## src/rtl/cgia_pkg.sv

```systemverilog
`default_nettype none
// ============================================================================
//  Module      : cgia_pkg
//  Description : Shared types, constants and helpers for the pixel packer.
//  Revision    : 1.0 - initial release
// ============================================================================
package cgia_pkg;

    localparam int DAT_W   = 16;
    localparam int COLOR_W = 8;

    typedef enum logic [2:0] {
        BPP_NONE = 3'd0,
        BPP1     = 3'd1,
        BPP2     = 3'd2,
        BPP4     = 3'd3,
        BPP8     = 3'd4
    } bpp_e;

    function automatic logic [4:0] ppw(input bpp_e bpp);
        case (bpp)
            BPP1:    ppw = 5'd16;
            BPP2:    ppw = 5'd8;
            BPP4:    ppw = 5'd4;
            BPP8:    ppw = 5'd2;
            default: ppw = 5'd0;
        endcase
    endfunction

    function automatic logic [3:0] bpp_bits(input bpp_e bpp);
        case (bpp)
            BPP1:    bpp_bits = 4'd1;
            BPP2:    bpp_bits = 4'd2;
            BPP4:    bpp_bits = 4'd4;
            BPP8:    bpp_bits = 4'd8;
            default: bpp_bits = 4'd0;
        endcase
    endfunction

endpackage
`default_nettype wire

```

## src/rtl/pack_outbuf.sv

```systemverilog
`default_nettype none
// ============================================================================
//  Module      : pack_outbuf
//  Description : 1-entry output register, or 2-entry FIFO when
//                PIXEL_PACKER_SKID_EN is defined; valid/ack on the read side.
//  Revision    : 1.0 - initial release
// ============================================================================
module pack_outbuf #(
    parameter int DAT_W = 16
) (
    input  logic             clk,
    input  logic             rst_n,
    input  logic             i_wr,
    input  logic [DAT_W-1:0] i_wr_data,
    input  logic             i_ack,
    output logic [DAT_W-1:0] o_data,
    output logic             o_valid,
    output logic             o_full
);
`ifdef PIXEL_PACKER_SKID_EN
    localparam int c_depth = 2;
`else
    localparam int c_depth = 1;
`endif

    generate
        if (c_depth == 2) begin : g_skid
            logic [DAT_W-1:0] r_data0;
            logic [DAT_W-1:0] r_data1;
            logic [1:0]       r_cnt;
            logic             w_pop;

            assign w_pop   = (r_cnt != 2'd0) & i_ack;
            assign o_data  = r_data0;
            assign o_valid = (r_cnt != 2'd0);
            assign o_full  = (r_cnt == 2'd2);

            // r_data0 is always the oldest word
            always_ff @(posedge clk) begin
                if (!rst_n) begin
                    r_data0 <= '0;
                    r_data1 <= '0;
                    r_cnt   <= 2'd0;
                end else begin
                    case ({i_wr, w_pop})
                        2'b10: begin
                            if (r_cnt == 2'd0) r_data0 <= i_wr_data;
                            else               r_data1 <= i_wr_data;
                            r_cnt <= r_cnt + 2'd1;
                        end
                        2'b01: begin
                            r_data0 <= r_data1;
                            r_cnt   <= r_cnt - 2'd1;
                        end
                        2'b11: begin
                            if (r_cnt == 2'd1) begin
                                r_data0 <= i_wr_data;
                            end else begin
                                r_data0 <= r_data1;
                                r_data1 <= i_wr_data;
                            end
                        end
                        default: ;
                    endcase
                end
            end
        end else begin : g_single
            logic [DAT_W-1:0] r_data;
            logic             r_valid;

            assign o_data  = r_data;
            assign o_valid = r_valid;
            assign o_full  = r_valid;

            always_ff @(posedge clk) begin
                if (!rst_n) begin
                    r_data  <= '0;
                    r_valid <= 1'b0;
                end else if (i_wr) begin
                    r_data  <= i_wr_data;
                    r_valid <= 1'b1;
                end else if (r_valid & i_ack) begin
                    r_valid <= 1'b0;
                end
            end
        end
    endgenerate

endmodule
`default_nettype wire

```

## src/rtl/pixel_packer.sv

```systemverilog
`default_nettype none
// ============================================================================
//  Module      : pixel_packer
//  Description : Packs colour indices MSB-first into 16-bit words at 1/2/4/8
//                bpp. PIXEL_PACKER_SKID_EN selects a 2-deep output FIFO.
//  Revision    : 1.0 - initial release
// ============================================================================
module pixel_packer #(
    parameter int DAT_W   = 16,
    parameter int COLOR_W = 8
) (
    input  logic               dotclk_i,
    input  logic               reset_ni,
    input  logic               shift1_i,
    input  logic               shift2_i,
    input  logic               shift4_i,
    input  logic               shift8_i,
    input  logic [COLOR_W-1:0] index_xor_i,
    input  logic [COLOR_W-1:0] color_i,
    input  logic               color_valid_i,
    output logic               color_ready_o,
    input  logic               flush_i,
    output logic [DAT_W-1:0]   dat_o,
    output logic               dat_valid_o,
    input  logic               dat_ack_i,
    output logic [4:0]         fill_o
);
    import cgia_pkg::*;

    bpp_e               w_bpp;
    logic [3:0]         w_bits;
    logic [4:0]         w_n;
    logic [COLOR_W-1:0] w_mask;
    logic [COLOR_W-1:0] w_pix;
    logic [DAT_W-1:0]   w_acc_next;
    logic [DAT_W-1:0]   w_flush_data;
    logic [DAT_W-1:0]   w_wr_data;
    logic [7:0]         w_pad_sh;
    logic               w_mode_ok;
    logic               w_out_full;
    logic               w_accept;
    logic               w_last;
    logic               w_complete;
    logic               w_flush_wr;
    logic               w_wr;

    logic [DAT_W-1:0]   r_acc;
    logic [4:0]         r_fill;
    logic               r_flush_pend;

    always_comb begin
        w_bpp  = BPP_NONE;
        w_mask = '0;
        if (shift8_i) begin
            w_bpp  = BPP8;
            w_mask = 8'hFF;
        end else if (shift4_i) begin
            w_bpp  = BPP4;
            w_mask = 8'h0F;
        end else if (shift2_i) begin
            w_bpp  = BPP2;
            w_mask = 8'h03;
        end else if (shift1_i) begin
            w_bpp  = BPP1;
            w_mask = 8'h01;
        end
    end

    assign w_bits     = bpp_bits(w_bpp);
    assign w_n        = ppw(w_bpp);
    assign w_mode_ok  = (w_bpp != BPP_NONE);
    assign w_pix      = (color_i ^ index_xor_i) & w_mask;
    assign w_acc_next = (r_acc << w_bits) | DAT_W'(w_pix);
    assign w_last     = (r_fill == w_n - 5'd1);

    // Stall only when this pixel would finish a word with no slot to take it
    assign color_ready_o = w_mode_ok & ~r_flush_pend & ~(w_last & w_out_full & ~dat_ack_i);
    assign w_accept      = color_valid_i & color_ready_o;
    assign w_complete    = w_accept & w_last;

    // Left-justify the partial word so the first pixel still sits at bit 15
    assign w_pad_sh     = 8'd16 - ({3'b000, r_fill} * {4'b0000, w_bits});
    assign w_flush_data = r_acc << w_pad_sh;
    assign w_flush_wr   = r_flush_pend & (r_fill != 5'd0) & (~w_out_full | dat_ack_i);

    assign w_wr      = w_complete | w_flush_wr;
    assign w_wr_data = w_complete ? w_acc_next : w_flush_data;
    assign fill_o    = r_fill;

    always_ff @(posedge dotclk_i) begin
        if (!reset_ni) begin
            r_acc        <= '0;
            r_fill       <= 5'd0;
            r_flush_pend <= 1'b0;
        end else begin
            if (w_accept) begin
                r_acc  <= w_acc_next;
                r_fill <= w_last ? 5'd0 : r_fill + 5'd1;
            end
            if (flush_i & w_mode_ok) begin
                r_flush_pend <= 1'b1;
            end
            if (r_flush_pend) begin
                if (r_fill == 5'd0) begin
                    r_flush_pend <= 1'b0;
                end else if (w_flush_wr) begin
                    r_fill       <= 5'd0;
                    r_flush_pend <= 1'b0;
                end
            end
        end
    end

    pack_outbuf #(
        .DAT_W (DAT_W)
    ) u_outbuf (
        .clk       (dotclk_i),
        .rst_n     (reset_ni),
        .i_wr      (w_wr),
        .i_wr_data (w_wr_data),
        .i_ack     (dat_ack_i),
        .o_data    (dat_o),
        .o_valid   (dat_valid_o),
        .o_full    (w_out_full)
    );

endmodule
`default_nettype wire

```

## config.mk

```make
export PLATFORM = sky130hd
export DESIGN_NAME = pixel_packer
export DESIGN_NICKNAME = d
export VERILOG_FILES = /design/src/rtl/cgia_pkg.sv /design/src/rtl/pack_outbuf.sv /design/src/rtl/pixel_packer.sv
export SDC_FILE = /design/constraint.sdc
export NUM_CORES = 1
export LEC_CHECK = 0
export CAP_MARGIN = 20
export CORE_MARGIN = 2
export CORE_UTILIZATION = 40
export CTS_CLUSTER_DIAMETER = 80
export DETAILED_ROUTE_END_ITERATION = 7
export GPL_TIMING_DRIVEN = 1
export SLEW_MARGIN = 20
export SYNTH_ARGS = -nofsm -noshare
export SYNTH_HDL_FRONTEND = slang
export SYNTH_SLANG_ARGS = --single-unit
```

## constraint.sdc

```tcl
create_clock -name dotclk_i -period 16.38 [get_ports dotclk_i]
set_clock_uncertainty 0.15 [all_clocks]
set_input_delay 4.914 -clock dotclk_i [delete_from_list [all_inputs] [get_ports dotclk_i]]
set_output_delay 4.914 -clock dotclk_i [all_outputs]
set_load 0.01 [all_outputs]
```

==> parameters.txt <==
Parameter                              Value

Outcome
  Status    completed

Placed design
  Cell area after placement    ~4400 um2
  GPL Wtd Cong    0.973
  Placed cells    646
  Port bufs    47
  HPWL after DPL    8940 um

Global route
  Global routing usage summed across all routing layers    23.9%
  Via count of the first global-routing pass    3696
  Maximum number of pins on one net before global-route repair    38
  Global-route wire length before repair    slightly below 20000 um
  Remaining global-route overflow    0
  Number of antenna violations at the first check in global routing    0

Die
  Count of pins on the block boundary    48
  Standard cell core area    approximately 9600 um2
  Count of standard-cell rows    36
  Die width    approximately 100 um
  Area enclosed by the die boundary    10500 um2
  Initial core utilization    between 40 and 50%
  Height of the die    about 100 um

Yosys
  Synthesis Warnings    0
  Net count of the mapped netlist    551
  Portion of synthesized cell area occupied by the leading cell type    between 20% and 30%
  Number of distinct library cells after synthesis    69
  Mapped Avg Cell Area    7.77 um2
  Seq/Total Area, Yosys    20.1%
  Count of flip-flops with a built-in enable after synthesis    0
  Most area-hungry cell type in the Yosys netlist    sky130_fd_sc_hd__dfxtp_1
  Count of state elements after synthesis    39
  Fraction of registers with async set/reset    0%
  Cell area after technology mapping    about 3900 um2
  Cells after Synth    501
  Synth Flop Type    sky130_fd_sc_hd__dfxtp_1
  Biggest area contributors in the synthesized netlist    sky130_fd_sc_hd__dfxtp_1 20%, sky130_fd_sc_hd__mux2i_1 9.0%, sky130_fd_sc_hd__ha_1 6.1%, sky130_fd_sc_hd__nand2_1 5.1%, sky130_fd_sc_hd__o21ai_0 4.9%

Critical path
  Worst r2r path cells    12
  Destination of the worst register-to-register timing path    u_outbuf.o_data[13]
  Critical Path Fanout Max    25
  Most frequent cell on the critical path    sky130_fd_sc_hd__clkdlybuf4s50_1
  Arrival time at the worst endpoint    ~8 ns
  Type of the setup path with the least slack    in2out
  Critical path cell sequence    clkdlybuf4s50_1 > nor4_1 > a22o_1 > o21ai_1 > o21a_1 > clkdlybuf4s50_1
  Critical-path cell with the highest stage delay    sky130_fd_sc_hd__nor4_1
  Crit end category    output port
  Flop2flop setup slack    11.65 ns
  Element type at the critical path start    input port
  Startpoint of the worst-slack reg-to-reg timing path    fill_o[0]
  Slowest stage delay, CP    ~0.98 ns
  Critical Path RT    about 11 ns

Timing
  Upper clock frequency limit    about 0.076 GHz
  Setup TNS after final layout    0 ns
  Setup repair after global routing missed its margin    false
  Final Cycle Share    between 70% and 80%
  Transition time of the tightest slew-check pin    1.03 ns
  Shortest period the worst path allows    13.09 ns
  Headroom to the max-slew limit    31.0%
  Final hold violations    0
  Final-report max-slew violation count    0
  Setup-failing EPs final    0

Finish
  Non-Filler Instances    ~650
  Net total in the final layout    570
  Most common cell after layout, fill and taps aside    sky130_fd_sc_hd__nand2_1
  Number of antenna diodes    0
  Synthesis-to-finish area growth    15.0%
  Commonest cells after routing, fill and taps aside    53 x sky130_fd_sc_hd__nand2_1, 47 x sky130_fd_sc_hd__clkdlybuf4s50_1, 39 x sky130_fd_sc_hd__dfxtp_1
  Share of the core filled with cells in the final layout    46.7%
  Share of post-route cells with drive strength above 1    ~6.5%
  Fin area    4480 um2

Pwr
  Worst-case vdd ir drop    just over 0.00003 V
  Static leakage    ~1.8 nW
  P per Cell Area    60.0 nW/um2
  Power Total    ~0.27 mW

Clocking
  Post-cts hold buffer count    0
  Clock net sink count    39
  Root cell of the clock tree    sky130_fd_sc_hd__clkbuf_8
  Clock input transition at the sequential cells of the worst setup and hold paths    around 0.080 ns
  CTS tree    done
  Clock tree buffer depth    2
  Number of gates resized after CTS    0
  Clk_lat worst skew    0.30 ns
  Post-CTS Setup Repair Bufs    0
  Clock buffer count from CTS    5
  Number of H-tree branching levels    2

Run
  Max Cap Viol    0

Route
  Post-detailed-route count of antenna-violating nets    0
  Drt initial violations    300
  Overall via count from detail_route    a little under 4000
  Wirelength per Cell    ~19 um
  First-pass detailed-route iteration total    5
  Total routed wirelength    between 10000 and 15000 um
  Vias per cell    5.90
  Drt drc    0

Hold path
  Destination of the worst hold path    u_outbuf.o_data[3]
  Beginning of the worst hold path    u_outbuf.o_data[3]
  Class of the most critical hold timing path    reg2reg
  Number of cells on the worst hold path    2
## stage by stage
stage,worst slack (ns),hold slack (ns)
CTS,3.36,0.337
global placement,3.47,0.325
finish,3.29,0.336
global route,3.13,0.362
detailed placement,3.35,0.325
floorplan,5.07,0.338
## registers in the layout, summed over array words and instances, names as in the netlist
| name | count |
|---|---|
| r_acc | 16 |
| r_flush_pend | 1 |
| fill_o | 5 |
| u_outbuf.o_full | 1 |
| u_outbuf.o_data | 16 |
## worst max-delay path, delay by kind of cell
family	cells	cell delay [ns]
AOI/OAI and AO/OA	3	0.71
buffers and inverters	2	1.41
and+or+nand+nor	1	0.98
## worst max path at each step
stage	startpoint	endpoint	slack [ns]	depth (start not counted)
after floorplan	shift8_i	color_ready_o	5.07	6
after global placement	shift4_i	color_ready_o	3.47	6
after detailed placement	shift4_i	color_ready_o	3.35	6
after CTS	shift4_i	color_ready_o	3.36	6
after global routing	shift2_i	color_ready_o	3.13	6
final	shift4_i	color_ready_o	3.29	6
## synthesized netlist by cell type, drive strengths merged, types with 3 or more instances
cell and number:
a211oi 7, a21boi 3, a21o 3, a21oi 15, a22o 5, a22oi 5
a31oi 14, and2 12, and3 8, buf 9, clkbuf 31, clkinv 3
dfxtp 39, fa 6, ha 19, inv 24, mux2 5, mux2i 35
mux4 5, nand2 53, nand2b 12, nand3 15, nand4 13, nor2 36
nor2b 4, nor3 6, nor3b 3, nor4 3, o211ai 7, o21a 5
o21ai 40, o221ai 4, o31a 3, or2 4, or4b 4, xnor2 5
xor2 10
## where the power goes
part | total [mW] | internal (mW) | leakage, nW | switching [mW]
Combinational | 0.0940 | 0.0383 | 1.42 | 0.0558
Clock | 0.0669 | 0.0300 | 0.0422 | 0.0369
Sequential | 0.107 | 0.0997 | 0.317 | 0.00776
Total | 0.268 | 0.168 | 1.78 | 0.100
## final cells by class
type	count	area [um2]
Clock buffer	7	76.3
Fill cell	959	5120
Tap cell	133	166
Timing Repair Buffer	52	508
Multi-Input combinational cell	395	2840
Clock inverter	1	5.00
Inverter	27	104
Sequential cell	39	781
## routing by layer
layer / track usage, % / wire length [um] / share of wire [%] / up-vias
met4: 9.33 / 378 / 3.1 / 0
met1: 31.4 / 5510 / 45 / 1850
li1: - / - / - / 1848
met5: 0 / 0 / 0 / -
met3: 2.78 / 607 / 5.0 / 29
met2: 40.1 / 5650 / 46 / 129
## kinds of logic after synthesis
family / count (synthesis) / synth area share (%)
xor+xnor: 16 / 3.95
compound gates: 129 / 21.9
buf+inv: 67 / 7.17
flops: 39 / 20.1
simple gates: 180 / 24.4
mux: 45 / 13.3
fa+ha+maj: 25 / 9.19
No activity file was read; power rests on OpenSTA's default activity.
